File: src/rtl/feed_scheduler_if.sv
// Feed scheduler bus: BCD time digits, slot programming, requests and dispenser status.
interface feed_scheduler_if;
  logic        i_sec_tick;
  logic [3:0]  i_chour2;
  logic [3:0]  i_chour1;
  logic [3:0]  i_cminute2;
  logic [3:0]  i_cminute1;
  logic [3:0]  i_csecond2;
  logic [3:0]  i_csecond1;
  logic        i_wr_en;
  logic [1:0]  i_wr_slot;
  logic        i_wr_valid;
  logic [15:0] i_wr_time;
  logic        i_manual_feed;
  logic        i_inhibit;
  logic        o_motor;
  logic        o_done;
  logic        o_missed;
  logic [3:0]  o_feed_count;

  modport slave (
    input  i_sec_tick, i_chour2, i_chour1, i_cminute2, i_cminute1, i_csecond2, i_csecond1,
    input  i_wr_en, i_wr_slot, i_wr_valid, i_wr_time, i_manual_feed, i_inhibit,
    output o_motor, o_done, o_missed, o_feed_count
  );

  modport master (
    output i_sec_tick, i_chour2, i_chour1, i_cminute2, i_cminute1, i_csecond2, i_csecond1,
    output i_wr_en, i_wr_slot, i_wr_valid, i_wr_time, i_manual_feed, i_inhibit,
    input  o_motor, o_done, o_missed, o_feed_count
  );
endinterface

File: src/rtl/feed_scheduler.sv
// Four-slot feed-time scheduler driving the dispenser motor, with one queued request.
// Optional daily feed counter built only when FEED_LOG_EN is defined.
module feed_scheduler #(
  parameter int unsigned DISPENSE_SECS = 5
) (
  input  logic           i_clk,
  input  logic           i_reset,
  feed_scheduler_if.slave bus
);
  localparam int unsigned SLOTS = 4;
  localparam int unsigned CW    = 8;
  localparam int unsigned TW    = 16;
  localparam int unsigned FCW   = 4;
  localparam logic [CW-1:0] LOAD = CW'(DISPENSE_SECS);

  typedef enum logic {ST_IDLE, ST_DISPENSE} state_t;

  state_t          r_state;
  state_t          w_next;
  logic [SLOTS-1:0] r_slot_valid;
  logic [TW-1:0]   r_slot_time [SLOTS];
  logic [CW-1:0]   r_count;
  logic [CW-1:0]   w_count_next;
  logic            r_pending;
  logic            w_pending_next;
  logic            r_motor;
  logic            r_done;
  logic            r_missed;
  logic            w_done;
  logic            w_missed;
  logic [TW-1:0]   w_now_hm;
  logic            w_sec_zero;
  logic [SLOTS-1:0] w_hit;
  logic            w_match;
  logic            w_req;
  logic            w_accept;
  logic            w_end_tick;

  assign w_now_hm   = {bus.i_chour2, bus.i_chour1, bus.i_cminute2, bus.i_cminute1};
  assign w_sec_zero = (bus.i_csecond2 == 4'd0) && (bus.i_csecond1 == 4'd0);

  // Slot storage; a write becomes visible to the matcher on the following cycle.
  always_ff @(posedge i_clk) begin
    if (i_reset) begin
      r_slot_valid <= '0;
      for (int i = 0; i < SLOTS; i++) r_slot_time[i] <= '0;
    end else if (bus.i_wr_en) begin
      r_slot_valid[bus.i_wr_slot] <= bus.i_wr_valid;
      r_slot_time[bus.i_wr_slot]  <= bus.i_wr_time;
    end
  end

  always_comb begin
    w_hit = '0;
    for (int i = 0; i < SLOTS; i++) w_hit[i] = r_slot_valid[i] && (r_slot_time[i] == w_now_hm);
  end

  // Seconds == 00 is true for a single tick, so each slot fires at most once per day.
  assign w_match    = bus.i_sec_tick && w_sec_zero && (|w_hit);
  assign w_req      = w_match || bus.i_manual_feed;
  assign w_accept   = w_req && !bus.i_inhibit;
  assign w_end_tick = bus.i_sec_tick && (r_count == CW'(1));

  always_ff @(posedge i_clk) begin
    if (i_reset) begin
      r_state   <= ST_IDLE;
      r_count   <= '0;
      r_pending <= 1'b0;
      r_motor   <= 1'b0;
      r_done    <= 1'b0;
      r_missed  <= 1'b0;
    end else begin
      r_state   <= w_next;
      r_count   <= w_count_next;
      r_pending <= w_pending_next;
      r_motor   <= (w_next == ST_DISPENSE);
      r_done    <= w_done;
      r_missed  <= w_missed;
    end
  end

  always_comb begin
    w_next         = r_state;
    w_count_next   = r_count;
    w_pending_next = r_pending;
    w_done         = 1'b0;
    w_missed       = w_req && bus.i_inhibit;
    case (r_state)
      ST_IDLE: begin
        if (w_accept) begin
          w_next       = ST_DISPENSE;
          w_count_next = LOAD;
        end
      end
      ST_DISPENSE: begin
        if (w_end_tick) begin
          w_done = 1'b1;
          // A request on the ending tick is served immediately if nothing is queued ahead of it.
          if (r_pending || w_accept) begin
            w_count_next   = LOAD;
            w_pending_next = r_pending && w_accept;
          end else begin
            w_next = ST_IDLE;
          end
        end else begin
          if (bus.i_sec_tick) w_count_next = r_count - CW'(1);
          if (w_accept) begin
            if (r_pending) w_missed = 1'b1;
            else           w_pending_next = 1'b1;
          end
        end
      end
      default: w_next = ST_IDLE;
    endcase
  end

  assign bus.o_motor  = r_motor;
  assign bus.o_done   = r_done;
  assign bus.o_missed = r_missed;

`ifdef FEED_LOG_EN
  logic [FCW-1:0] r_feed_count;
  logic           w_midnight;

  assign w_midnight = bus.i_sec_tick && w_sec_zero && (w_now_hm == '0);

  // Daily completion count, saturating; the midnight tick restarts it (counting a coincident Done).
  always_ff @(posedge i_clk) begin
    if (i_reset) begin
      r_feed_count <= '0;
    end else if (w_midnight) begin
      r_feed_count <= w_done ? FCW'(1) : '0;
    end else if (w_done && (r_feed_count != '1)) begin
      r_feed_count <= r_feed_count + FCW'(1);
    end
  end

  assign bus.o_feed_count = r_feed_count;
`else
  assign bus.o_feed_count = '0;
`endif

endmodule

File: src/flat_wrapper.sv
// flat-port wrapper written by rule: the top's interface ports become plain ports
module feed_scheduler_flat 
#(
  parameter int unsigned DISPENSE_SECS = 5
)
  (i_clk, i_reset, bus_i_sec_tick, bus_i_chour2, bus_i_chour1, bus_i_cminute2, bus_i_cminute1, bus_i_csecond2, bus_i_csecond1, bus_i_wr_en, bus_i_wr_slot, bus_i_wr_valid, bus_i_wr_time, bus_i_manual_feed, bus_i_inhibit, bus_o_motor, bus_o_done, bus_o_missed, bus_o_feed_count);
  feed_scheduler_if bus_i ();
  input  logic i_clk;
  input  logic i_reset;
  input wire logic [$bits(bus_i.i_sec_tick)-1:0] bus_i_sec_tick;
  input wire logic [$bits(bus_i.i_chour2)-1:0] bus_i_chour2;
  input wire logic [$bits(bus_i.i_chour1)-1:0] bus_i_chour1;
  input wire logic [$bits(bus_i.i_cminute2)-1:0] bus_i_cminute2;
  input wire logic [$bits(bus_i.i_cminute1)-1:0] bus_i_cminute1;
  input wire logic [$bits(bus_i.i_csecond2)-1:0] bus_i_csecond2;
  input wire logic [$bits(bus_i.i_csecond1)-1:0] bus_i_csecond1;
  input wire logic [$bits(bus_i.i_wr_en)-1:0] bus_i_wr_en;
  input wire logic [$bits(bus_i.i_wr_slot)-1:0] bus_i_wr_slot;
  input wire logic [$bits(bus_i.i_wr_valid)-1:0] bus_i_wr_valid;
  input wire logic [$bits(bus_i.i_wr_time)-1:0] bus_i_wr_time;
  input wire logic [$bits(bus_i.i_manual_feed)-1:0] bus_i_manual_feed;
  input wire logic [$bits(bus_i.i_inhibit)-1:0] bus_i_inhibit;
  output wire logic [$bits(bus_i.o_motor)-1:0] bus_o_motor;
  output wire logic [$bits(bus_i.o_done)-1:0] bus_o_done;
  output wire logic [$bits(bus_i.o_missed)-1:0] bus_o_missed;
  output wire logic [$bits(bus_i.o_feed_count)-1:0] bus_o_feed_count;
  assign bus_i.i_sec_tick = bus_i_sec_tick;
  assign bus_i.i_chour2 = bus_i_chour2;
  assign bus_i.i_chour1 = bus_i_chour1;
  assign bus_i.i_cminute2 = bus_i_cminute2;
  assign bus_i.i_cminute1 = bus_i_cminute1;
  assign bus_i.i_csecond2 = bus_i_csecond2;
  assign bus_i.i_csecond1 = bus_i_csecond1;
  assign bus_i.i_wr_en = bus_i_wr_en;
  assign bus_i.i_wr_slot = bus_i_wr_slot;
  assign bus_i.i_wr_valid = bus_i_wr_valid;
  assign bus_i.i_wr_time = bus_i_wr_time;
  assign bus_i.i_manual_feed = bus_i_manual_feed;
  assign bus_i.i_inhibit = bus_i_inhibit;
  assign bus_o_motor = bus_i.o_motor;
  assign bus_o_done = bus_i.o_done;
  assign bus_o_missed = bus_i.o_missed;
  assign bus_o_feed_count = bus_i.o_feed_count;
  feed_scheduler #(.DISPENSE_SECS(DISPENSE_SECS)) u_core (.i_clk(i_clk), .i_reset(i_reset), .bus(bus_i));
endmodule
File: config.mk
export PLATFORM = sky130hd
export DESIGN_NAME = feed_scheduler_flat
export DESIGN_NICKNAME = d
export VERILOG_FILES = /design/src/rtl/feed_scheduler_if.sv /design/src/rtl/feed_scheduler.sv /design/src/flat_wrapper.sv
export SDC_FILE = /design/constraint.sdc
export NUM_CORES = 1
export LEC_CHECK = 0
export ABC_AREA = 0
export CAP_MARGIN = 20
export CELL_PAD_IN_SITES_DETAIL_PLACEMENT = 0
export CELL_PAD_IN_SITES_GLOBAL_PLACEMENT = 1
export CORE_ASPECT_RATIO = 1.1
export CORE_UTILIZATION = 50
export DETAILED_ROUTE_END_ITERATION = 7
export DONT_BUFFER_PORTS = 1
export PLACE_DENSITY = 0.83
export SLEW_MARGIN = 20
export SYNTH_ARGS = -nofsm -noshare
export SYNTH_HDL_FRONTEND = slang
export SYNTH_SLANG_ARGS = --single-unit
File: constraint.sdc
create_clock -name i_clk -period 2.4 [get_ports i_clk]
set_input_delay 0.48 -clock i_clk [delete_from_list [all_inputs] [get_ports i_clk]]
set_output_delay 0.48 -clock i_clk [all_outputs]
set_load 0.01 [all_outputs]
-- Word level (Yosys, flattened, before mapping)
Memories as Yosys holds them, arrays and structs flattened.
Index checks and enable logic that the tools add are counted.
- bits in registers: 16
- RAM bits: 64
- input bits: 49
- output and inout bits: 7
- memories kept: 1
- add/sub/neg operators: 1
- order comparisons: 2
- equal/unequal tests: 9
- mux-type cells: 28
- bitwise gates (word level): 1
- reduce and logical (&&, ||, !) cells: 23
- memory list (name ; depth ; bits a word ; rd ports ; clocked after memory_dff ; write ports ; line ; RTL):
    u_core.r_slot_time ; 4 ; 16 ; 4 ; 0 ; 4 ; feed_scheduler.sv:21 ; logic [TW-1:0] r_slot_time [SLOTS];
- operator list (operator ; count):
    16-bit equality test ; 4
    8-bit 2-to-1 mux ; 4
    1-bit 2-to-1 mux ; 18
    16-bit 2-to-1 mux ; 1
    8-bit one-hot mux with 2 select lines ; 1
    16-bit OR reduction ; 1
    1-bit logical AND ; 12
    8-bit by 1-bit equality test with 1-bit output, second input constant ; 1
    4-bit zero test ; 2
    8-bit by 1-bit subtractor with 8-bit output, second input constant ; 1
    3-bit != test, second input constant ; 2
    3-bit AND reduction ; 2
    4-bit bitwise mux ; 1
    4-bit OR reduction ; 1
    2-bit by 3-bit less-than comparator with 1-bit output, second input constant ; 1
    1-bit demux with 2-bit select ; 1
    2-bit by 1-bit greater-or-equal comparator with 1-bit output, second input constant ; 1
    1-bit logical OR ; 2
    2-bit 2-to-1 mux ; 1
    2-bit by 1-bit != test with 1-bit output, second input constant ; 1
    2-bit != test, second input constant ; 1
    1-bit one-hot mux with 2 select lines ; 1
    2-bit nonzero test ; 1
    2-bit OR reduction ; 1
    other kinds (2) ; 2

-- Longest topological paths before layout
Gate-level depths: netlist (run 1).
An unclocked memory read counts as a cell.
- depth in word-level cells: 11
- gate-level depth with buffers: 9

-- Least setup slack after synthesis (run 1)
OpenSTA, ideal clock, no wires.
- kind: register to register
- start point: reg u_core.r_count[2]
- end point: reg u_core.r_count[5]
- library setup time: 124 ps
- data arrival time: 1782 ps
- setup slack: 494 ps
- stages on the path, launching flop included: 8
- buffers on the path: 0
- path through: dfxtp_1 > or4_4 > o31a_4 > and2_1 > nand2_1 > nor3_1 > a31oi_1 > o21ai_0
- word-level cells in the longest chain between the ends: 4
- RTL lines (what ; line ; RTL):
    from (decl) ; feed_scheduler.sv:22 ; logic [CW-1:0] r_count;
    from (signal assigned) ; feed_scheduler.sv:74 ; r_count <= w_count_next;
    8-bit by 1-bit subtractor with 8-bit output or 8-bit by 1-bit equality test with 1-bit output (tied branches) ; feed_scheduler.sv:106, feed_scheduler.sv:62 ;
    8-bit 2-to-1 mux or 1-bit logical AND (tied branches) ; feed_scheduler.sv:106, feed_scheduler.sv:62 ;
    8-bit 2-to-1 mux or 3-bit != test (tied branches) ; -- ;
    8-bit one-hot mux with 2 select lines or 3-bit AND reduction (tied branches) ; -- ;
Several ways; a longest one is shown, not always the timed one. The select of a mux whose other input is x is not followed.
A chain may end at the register's enable or synchronous reset.

==> run_results.csv, run 1 <==
group,metric,value,unit
outcome,status,"finished, final reports clean",
critical_path,critical_path_class,"register to register",
clock_network,cts_htree_levels,3,
logic_synthesis,synth_edf_count,64,
pwr,power_density,696,mW/mm2
sta,worstMarginPinSlew,0.577,ns
critical_path,worstPathArrival,2.36,ns
logic_synthesis,async_flop_share,0,%
drt,antenna_left,0,
logic_synthesis,synth_warnings,0,
critical_path,cp_max_fo,7,
clock_network,numCtsBuffers,9,
die,num_rows,33,
placed_design,place_area,0.00403,mm2
finish,area.sequential,0.00224,mm2
global_routing,grt_usage,22.5,%
drt,vias,2513,
logic_synthesis,synth_most_common_cell,"edfxtp_1",
die,dieWidth,86.0,um
logic_synthesis,synth_common_cells,"64 x edfxtp_1, 62 x nor2_1, 56 x xor2_1",
global_routing,grt_max_degree,18,
clock_network,cts_tree,"built",
placed_design,io_buffer_count,0,
sta,period_share,88.9,%
global_routing,antenna_found_initial,0,
finish,nFillCells,653,
die,ios,56,
placed_design,dp_hpwl,5.76,mm
global_routing,grt.overflow.total,0,
sta,min_period,2.13,ns
logic_synthesis,ys_ff_latch,80,
hold_path,hold_path_class,"primary input to register",
logic_synthesis,ys.flop_type,"edfxtp_1",
pwr,power,2.94,mW
logic_synthesis,yosysTopAreaCellShare,49.5,%
placed_design,gp_congestion,0.822,
pwr,cellLeakagePower,1.64,nW
drt,drt_iter0_drc,129,
clock_network,cts_sinks,80,
sta,setup_viol,0,
logic_synthesis,syn_avg_cell_area,11.0,um2
die,initial_utilization,51.9,%
global_routing,grt_first_pass_wirelength,13.0,mm
clock_network,path_clk_slew,0.08,ns
clock_network,clk_latency,0.35,ns
critical_path,startpoint_type,"register",
pwr,vdd_drop_max,503,uV
finish,drive_gt1_share,8.42,%
sta,drv_slew,0,
run,max_cap_viol_count,0,
critical_path,end_kind,"register",
sta,tns,0,ns
critical_path,crit_buf_inv,0,
global_routing,first_global_vias,2517,
critical_path,worstPathRequired,2.63,ns
logic_synthesis,postSynthCellCount,352,
drt,routed_wl,8.30,mm
finish,syn2layout_area_growth,8.80,%
critical_path,cpPeakStageDelay,0.42,ns
critical_path,path_delay_family,"compound AO/OA/AOI/OAI gates",
clock_network,clock_path_buffers,2,
finish,final_net_count,414,
clock_network,cts.repair.resized,0,
clock_network,clockRootBuffer,"clkbuf_8",
drt,post_drt_via_cell_ratio,5.31,
finish,fin_area,0.00422,mm2
die,die_h,94.4,um
logic_synthesis,synthTopCellsByArea,"edfxtp_1 50%, xor2_1 13%, dfxtp_1 8.3%",
drt,drt_pre_antenna_iters,5,
drt,post_drt_wl_per_cell,17.5,um
clock_network,post-cts-setup-buffer-count,0,
die,die_area,0.00812,mm2
logic_synthesis,synth.distinct_cells,45,
sta,fmax,0.469,GHz
sta,finalHoldViolCount,0,
drt,drc_errors,0,
finish,antennaDiodeCount,0,
die,coreArea,0.00747,mm2
finish,multiInputGateArea,0.00152,mm2
logic_synthesis,ys_seq_area_share,57.8,%
critical_path,cp_slowest_cell,"o32ai_1",
clock_network,cts_hold_buf,0,
sta,slew_headroom,61.2,%
sta,fin_skew,0.00559,ns
sta,rsz0062_at_grt,"no",
logic_synthesis,syn-cell-area,0.00388,mm2
critical_path,worstPathCellList,"xor2_1 > nor4_1 > nand3_1 > o32ai_1 > o211ai_1 > nand2b_4 > a311oi_2",
logic_synthesis,synth_largest_area_cell,"edfxtp_1",
-- cells by family after synthesis --
kind of cell / Yosys count / share of synthesized area (%)
buf+inv: 32 / 3.48
flops: 80 / 57.8
fa+ha+maj: 2 / 0.645
xor+xnor: 64 / 14.4
simple gates: 140 / 16.7
compound gates: 29 / 5.87
mux: 4 / 1.03
other cells: 1 / 0.0966
-- metrics by stage --
stage / instances / worst slack, ns / hold slack, ns / util [%]
after floorplan: 355 / 0.494 / 0.446 / -
after global placement: 457 / 0.256 / 0.468 / 53.9
after detailed placement: 457 / 0.167 / 0.480 / 53.9
after CTS: 473 / 0.254 / 0.176 / 56.5
after global routing: 473 / 0.0173 / 0.173 / 56.5
final: 473 / 0.267 / 0.184 / 56.5
-- layer usage --
metal | global-route usage [%] | vias up | wire, um
met4 | 11.1 | 0 | 232
met2 | 37.8 | 78 | 4140
li1 | - | 1228 | -
met5 | 0 | - | 0
met1 | 26.6 | 1189 | 3330
met3 | 6.03 | 18 | 595
-- state kept, by name, indices dropped and copies added (netlist names) --
signal and cells:
u_core.r_slot_time 64, u_core.r_count 8, u_core.r_slot_valid 4, u_core.bus.o_done 1, u_core.bus.o_missed 1, u_core.r_pending 1
u_core.r_state 1
-- layout make-up --
type	instances	area share, %
multi-input combinational	243	35.9
inverter	21	1.87
sequential	80	53.1
timing repair buffer	8	1.42
clock buffer	9	2.93
tap	105	3.11
clock inverter	7	1.69
-- power by group --
| part | switching [mW] | internal, mW | total [mW] |
|---|---|---|---|
| Combinational | 0.184 | 0.124 | 0.308 |
| Clock | 0.506 | 0.480 | 0.986 |
| Sequential | 0.0509 | 1.60 | 1.65 |
-- path summary, 6_finish.rpt --
kind / start / endpoint / slack (ns) / depth (start not counted)
worst max register to register: u_core.r_slot_time[2][9]$_SDFFCE_PN0P_ / u_core.r_count[3]$_SDFFE_PP0P_ / 0.27 / 7
worst min-delay path: i_reset / u_core.r_count[3]$_SDFFE_PP0P_ / 0.18 / 1
worst max-delay path: u_core.r_slot_time[2][9]$_SDFFCE_PN0P_ / u_core.r_count[3]$_SDFFE_PP0P_ / 0.27 / 7
worst min register to register: u_core.r_pending$_SDFFE_PP0P_ / u_core.r_pending$_SDFFE_PP0P_ / 0.49 / 1
-- placed cells by master (no fill, tap or decap), types with 2 or more instances in the layout --
master,Yosys,layout
conb_1,1,4
nand3b_1,4,4
xor2_1,56,56
mux2i_1,4,4
nor4_1,13,13
nor3_1,9,9
nand4_1,2,2
o21ai_0,4,4
clkinvlp_4,0,2
nand3_1,8,8
ha_1,2,2
o31ai_1,2,2
buf_4,4,8
o21a_1,2,2
edfxtp_1,64,64
inv_1,20,20
dfxtp_1,16,16
nor2_1,62,62
a31oi_1,3,3
clkbuf_8,0,9
xnor2_1,8,8
nor2b_1,2,2
a21oi_1,4,4
nand2_1,32,32
nand2b_1,2,2
(Power assumes the default switching activity.)
==> inputs of run 2 (changes only) <==
--- a/config.mk
+++ b/config.mk
@@ -14,6 +14,7 @@
 export DETAILED_ROUTE_END_ITERATION = 7
 export DONT_BUFFER_PORTS = 1
 export PLACE_DENSITY = 0.83
+export SKIP_CTS_REPAIR_TIMING = 1
 export SLEW_MARGIN = 20
 export SYNTH_ARGS = -nofsm -noshare
 export SYNTH_HDL_FRONTEND = slang
==> results of run 2 <==
Final layout, timing and power as in run 1 (identical DEF).
